`src/rtl/predictor_bht_param.sv`:
```
// Direct-mapped branch history table of tagged saturating counters.
// Single clock, reset-driven clear sweep, write-first predict/update forwarding.
module predictor_bht_param #(
  parameter int ADDR_W    = 11,
  parameter int IDX_W     = 8,
  parameter int CTR_W     = 2,
  parameter int INIT_CTR  = 1,
  parameter int MISS_PRED = 1
) (
  input  logic              clock,
  input  logic              reset,
  input  logic              predict_valid,
  input  logic [ADDR_W-1:0] predict_addr,
  output logic              prediction,
  output logic              pred_hit,
  output logic              pred_out_valid,
  input  logic              update_valid,
  input  logic [ADDR_W-1:0] update_addr,
  input  logic              branch_result,
  output logic [CTR_W-1:0]  updated_state,
  output logic              update_done,
  output logic              ready
);

  localparam int DEPTH = 1 << IDX_W;
  localparam int TAG_W = ADDR_W - IDX_W;
  localparam logic [CTR_W-1:0] INIT_VAL = CTR_W'(INIT_CTR);
  localparam logic [CTR_W-1:0] CTR_MAX  = {CTR_W{1'b1}};

  typedef enum logic {INIT, RUN} state_t;

  state_t           state, state_next;
  logic [IDX_W-1:0] ptr;

  logic             valid_mem [DEPTH];
  logic [TAG_W-1:0] tag_mem   [DEPTH];
  logic [CTR_W-1:0] ctr_mem   [DEPTH];

  always_ff @(posedge clock) begin
    if (reset) state <= INIT;
    else       state <= state_next;
  end

  always_comb begin
    state_next = state;
    case (state)
      INIT:    if (ptr == IDX_W'(DEPTH - 1)) state_next = RUN;
      RUN:     state_next = RUN;
      default: state_next = INIT;
    endcase
  end

  always_ff @(posedge clock) begin
    if (reset)              ptr <= '0;
    else if (state == INIT) ptr <= ptr + 1'b1;
  end

  assign ready = (state == RUN);

  logic do_predict, do_update;
  assign do_predict = ready & predict_valid & ~reset;
  assign do_update  = ready & update_valid  & ~reset;

  // Update path: a miss always restarts from INIT_VAL, never from the stale counter.
  logic [IDX_W-1:0] u_idx;
  logic [TAG_W-1:0] u_tag;
  logic             u_hit;
  logic [CTR_W-1:0] u_base, u_new;

  assign u_idx  = update_addr[IDX_W-1:0];
  assign u_tag  = update_addr[ADDR_W-1:IDX_W];
  assign u_hit  = valid_mem[u_idx] & (tag_mem[u_idx] == u_tag);
  assign u_base = u_hit ? ctr_mem[u_idx] : INIT_VAL;

  always_comb begin
    u_new = u_base;
    if (branch_result) begin
      if (u_base != CTR_MAX) u_new = u_base + 1'b1;
    end else begin
      if (u_base != '0)      u_new = u_base - 1'b1;
    end
  end

  // Predict path sees the entry being written this same cycle.
  logic [IDX_W-1:0] p_idx;
  logic [TAG_W-1:0] p_tag;
  logic             p_fwd, p_valid, p_hit;
  logic [TAG_W-1:0] p_entry_tag;
  logic [CTR_W-1:0] p_ctr;

  assign p_idx       = predict_addr[IDX_W-1:0];
  assign p_tag       = predict_addr[ADDR_W-1:IDX_W];
  assign p_fwd       = do_update & (u_idx == p_idx);
  assign p_valid     = p_fwd ? 1'b1  : valid_mem[p_idx];
  assign p_entry_tag = p_fwd ? u_tag : tag_mem[p_idx];
  assign p_ctr       = p_fwd ? u_new : ctr_mem[p_idx];
  assign p_hit       = p_valid & (p_entry_tag == p_tag);

  // NOTE: the table arrays have no reset branch; the INIT sweep clears them, which keeps them mappable to RAM.
  always_ff @(posedge clock) begin
    if (!reset && state == INIT) begin
      valid_mem[ptr] <= 1'b0;
      tag_mem[ptr]   <= '0;
      ctr_mem[ptr]   <= INIT_VAL;
    end else if (do_update) begin
      valid_mem[u_idx] <= 1'b1;
      tag_mem[u_idx]   <= u_tag;
      ctr_mem[u_idx]   <= u_new;
    end
  end

  always_ff @(posedge clock) begin
    if (reset) begin
      prediction     <= 1'b0;
      pred_hit       <= 1'b0;
      pred_out_valid <= 1'b0;
      updated_state  <= '0;
      update_done    <= 1'b0;
    end else begin
      pred_out_valid <= do_predict;
      update_done    <= do_update;
      if (do_predict) begin
        pred_hit   <= p_hit;
        prediction <= p_hit ? p_ctr[CTR_W-1] : 1'(MISS_PRED);
      end
      if (do_update) updated_state <= u_new;
    end
  end

endmodule

```
`config.mk`:
```
export PLATFORM = sky130hd
export DESIGN_NAME = predictor_bht_param
export DESIGN_NICKNAME = d
export VERILOG_FILES = /design/src/rtl/predictor_bht_param.sv
export SDC_FILE = /design/constraint.sdc
export NUM_CORES = 2
export LEC_CHECK = 0
export CAP_MARGIN = 20
export CORE_ASPECT_RATIO = 0.5
export CORE_MARGIN = 3
export CORE_UTILIZATION = 60
export DETAILED_ROUTE_END_ITERATION = 6
export PLACE_DENSITY = 0.76
export SLEW_MARGIN = 0
export SYNTH_ARGS = -nofsm -noshare
export SYNTH_HDL_FRONTEND = slang
export SYNTH_SLANG_ARGS = --single-unit
```
`constraint.sdc`:
```
create_clock -name clock -period 20.7 [get_ports clock]
set_clock_uncertainty 0.1 [all_clocks]
set_input_delay 6.21 -clock clock [delete_from_list [all_inputs] [get_ports clock]]
set_output_delay 6.21 -clock clock [all_outputs]
set_load 0.1 [all_outputs]
```
==> results.yml <==
timing:
  post-route-period-util_pct: 62.1
  unrepaired_setup_endpoints_after_global_routing: "no"
  setup-tns-final_ns: 0
  setup_viol: 0
  hold-worst-slack_ns: 0.481
  fin_crit_period_ns: 12.85
  tightest_slew_ns: 1.38
  final_max_slew_viol_count: 0
  timing.slew.headroom_pct: 7.72
  achievable_freq_mhz: 77.8
  final_hold_viol_count: 0
run:
  max-cap-violations: 0
cts:
  postCtsResizedCells: 0
  cts_setup_buffers: 0
  clk-insertion-delay-late_ns: 0.79
  clockRootBuffer: "sky130_fd_sc_hd__clkbuf_16"
  cts_buffer_count: 135
  tritoncts: "yes"
  cts-root-to-sink-buffers: 3
  clock_tree.htree_level_count: 4
  postCtsHoldBufs: 0
  tritoncts_num_sinks: 1551
  cts.reportedPaths.clkPinSlew_ns: 0.07
worst_setup_path:
  path_max_fanout: 113
  timing.critical_path.from_type: "input pin"
  rr_worst_depth: 12
  rr_endpoint: "ctr_mem[108][1]"
  timing.setup.critical_path_class: "input pin to register"
  worst_ep_required_time_ns: 21.01
  worst_setup_path_end_kind: "register"
  regToRegStartpoint: "tag_mem[40][1]"
  cp.arrival_ns: 13.15
  timing.reg2reg.setup_slack_ns: 14.77
pwr:
  total_power_mw: 6.43
  worst_ir_drop_vdd_mv: 0.0767
  powerDensity_nw_per_um2: 82.5
  static-leakage-power_nw: 27.0
place:
  place.gp.congestion: 1.01
  number_of_buffers_added_on_ports: 33
  dpl-instance-area_um2: 73400
  post-dp-hpwl_um: 149000
hold_path:
  worst_hold_path.endpoint: "pred_hit"
  holdCritStartpoint: "pred_hit"
  min_delay_path_depth: 2
  worstHoldPathType: "register to register"
floorplanning:
  die-area_um2: 124000
  fp.dieH_um: 251
  floorplan.die.width_um: 495
  std_cell_rows: 89
  coreArea_um2: 118000
  boundaryPins: 34
  initial_utilization_pct: 60.7
layout:
  area.sequential_um2: 46400
  num-fill-cells: 7734
  area_of_the_multi_input_gates_um2: 23700
  final_layout_size_suffix_gt1_share_pct: 26.4
  finish.utilization_pct: 65.9
  final_design_area_no_fill_um2: 78000
  design.final.nets: 3878
  synthToLayoutAreaGrowth_pct: 8.48
logic_synthesis:
  synth_area_um2: 71900
  post_synthesis_compound_gate_area_fraction_pct: 4.27
  synth.net_count: 3903
  synth_sequential_area_ratio_pct: 64.6
  synth_adder_area_share_pct: 0.0331
  synth_unique_cells: 77
  postSynthAreaPerCell_um2: 18.5
  ys_async_sr_fraction_pct: 0
  synth_top_cells_by_area: "sky130_fd_sc_hd__edfxtp_1, sky130_fd_sc_hd__mux4_2, sky130_fd_sc_hd__mux2i_1"
  yosysTopAreaCell: "sky130_fd_sc_hd__edfxtp_1"
  postSynthCellCount: 3875
  fraction_of_the_mapped_netlist_area_in_simple_logic_gates_pct: 4.16
  synth_top_cell_area_share_pct: 64.2
  synth_xor_xnor_area_share_pct: 0.207
  combinational_family_with_the_most_area_after_synthesis: "multiplexers"
  yosysMostFrequentCell: "sky130_fd_sc_hd__edfxtp_1"
  synth_enable_flop_cells: 1536
  synthFlopType: "sky130_fd_sc_hd__edfxtp_1"
  synth-warning-count: 0
  ys_ff_latch: 1551
  mux_contribution_to_synthesized_area_pct: 24.2
  ys_top_cells_by_count: "sky130_fd_sc_hd__edfxtp_1, sky130_fd_sc_hd__mux4_2, sky130_fd_sc_hd__nor2_1"
route:
  maxUsedRoutingLayer: "met5"
  avgViaCountPerCell: 8.02
  num_vias: 44600
  drc: 10
  dr_wl_met2_um: 98600
  met3_wirelength_um: 45500
  antenna_violating_nets_post_route: 0
  met1_length_um: 78400
  drt-initial-drc-count: 8528
  avgRoutedWirePerCell_um: 42.6
  wl_um: 237000
  dr.pass1.iters: 7
run_status:
  outcome: "finished, violations left"
  failed_checks: "design-rule violations"
global_routing:
  overflow: 0
  globalRouteTotalUtil_pct: 38.3
  first_global_vias: 42600
  grt_first_pass_wirelength_um: 327000
  grt_antenna_before_repair: 17
  maximum_number_of_pins_on_one_net_before_global_route_repair: 165
-- cell families (layout without fill, tap and decap cells) --
kind of cell / Yosys count / count (layout)
compound gates: 418 / 418
xor+xnor: 17 / 17
fa+ha+maj: 2 / 2
buf+inv: 323 / 402
flops: 1551 / 1551
mux: 889 / 889
other cells: 0 / 19
simple gates: 675 / 675
-- critical path, stage by stage --
cell and delay [ns]:
sky130_fd_sc_hd__buf_8 0.52, sky130_fd_sc_hd__buf_12 0.71, sky130_fd_sc_hd__buf_12 0.62, sky130_fd_sc_hd__mux4_2 0.59, sky130_fd_sc_hd__and2_0 0.16, sky130_fd_sc_hd__a31oi_1 0.15, sky130_fd_sc_hd__a32oi_1 0.14, sky130_fd_sc_hd__a311oi_1 0.90
sky130_fd_sc_hd__and3_1 0.28, sky130_fd_sc_hd__o22ai_1 0.10, sky130_fd_sc_hd__o41ai_1 0.47, sky130_fd_sc_hd__o211ai_1 0.23, sky130_fd_sc_hd__nor2_4 0.16, sky130_fd_sc_hd__buf_4 0.49, sky130_fd_sc_hd__buf_4 0.89
-- per-stage QoR --
step,setup WS [ns],cells
after floorplan,3.50,3875
final,7.85,5565
after CTS,7.85,5538
after detailed placement,7.04,5297
after global routing,7.62,5549
after global placement,7.23,5296
-- placed cells by master, fill, tap and decap left out, drive strengths merged, types with 9 or more instances in the layout --
cell	n
edfxtp	1536
mux4	675
nor2	328
mux2i	198
clkbuf	165
nand2	140
buf	117
a22oi	109
clkinv	54
nand3	53
a21oi	44
o21ai	43
nor3	31
a221oi	29
inv	25
nor2b	24
o22ai	22
clkdlybuf4s50	21
o221ai	20
diode	19
nand4	18
a31oi	17
a2111oi	17
a22o	16
bufinv	16
a211oi	16
mux2	16
dfxtp	15
nand2b	14
and2	14
o211ai	13
o31ai	12
nor4	11
a32oi	11
xor2	10
and3	9
-- layer usage --
| metal | track usage [%] | vias to the layer above |
|---|---|---|
| met1 | 51.2 | 22800 |
| met5 | 1.13 | - |
| met2 | 51.4 | 4549 |
| li1 | - | 16400 |
| met3 | 20.6 | 893 |
| met4 | 18.6 | 24 |
-- area by class of cell --
type                       instances  share of cell area, %
antenna                           19                 0.0610
tap                             1592                   2.56
timing repair buffer             140                   1.64
clock inverter                    78                   1.07
inverter                          21                  0.116
sequential                      1551                   59.6
clock buffer                     163                   4.55
multi-input combinational       2001                   30.5
-- sequential cells by signal, indices dropped and copies added (netlist names) --
signal          cells
pred_out_valid      1
prediction          1
update_done         1
ready               1
ctr_mem           512
tag_mem           768
ptr                 8
valid_mem         256
pred_hit            1
updated_state       2
-- worst max path at each step --
stage,start,to,slack [ns]
after floorplan,reset,ctr_mem[0][0],3.50
after global placement,update_addr[0],ctr_mem[72][0],7.23
after detailed placement,update_addr[0],ctr_mem[73][0],7.04
after CTS,update_addr[0],ctr_mem[40][0],7.85
after global routing,update_addr[0],ctr_mem[109][1],7.62
final,update_addr[0],ctr_mem[108][1],7.85
-- power breakdown --
| group | leakage, nW | internal [mW] | switching [mW] |
|---|---|---|---|
| clock network | 2.14 | 1.43 | 1.17 |
| registers | 16.9 | 3.40 | 0.00178 |
| logic | 7.99 | 0.142 | 0.287 |
No activity file was read; power rests on OpenSTA's default activity.
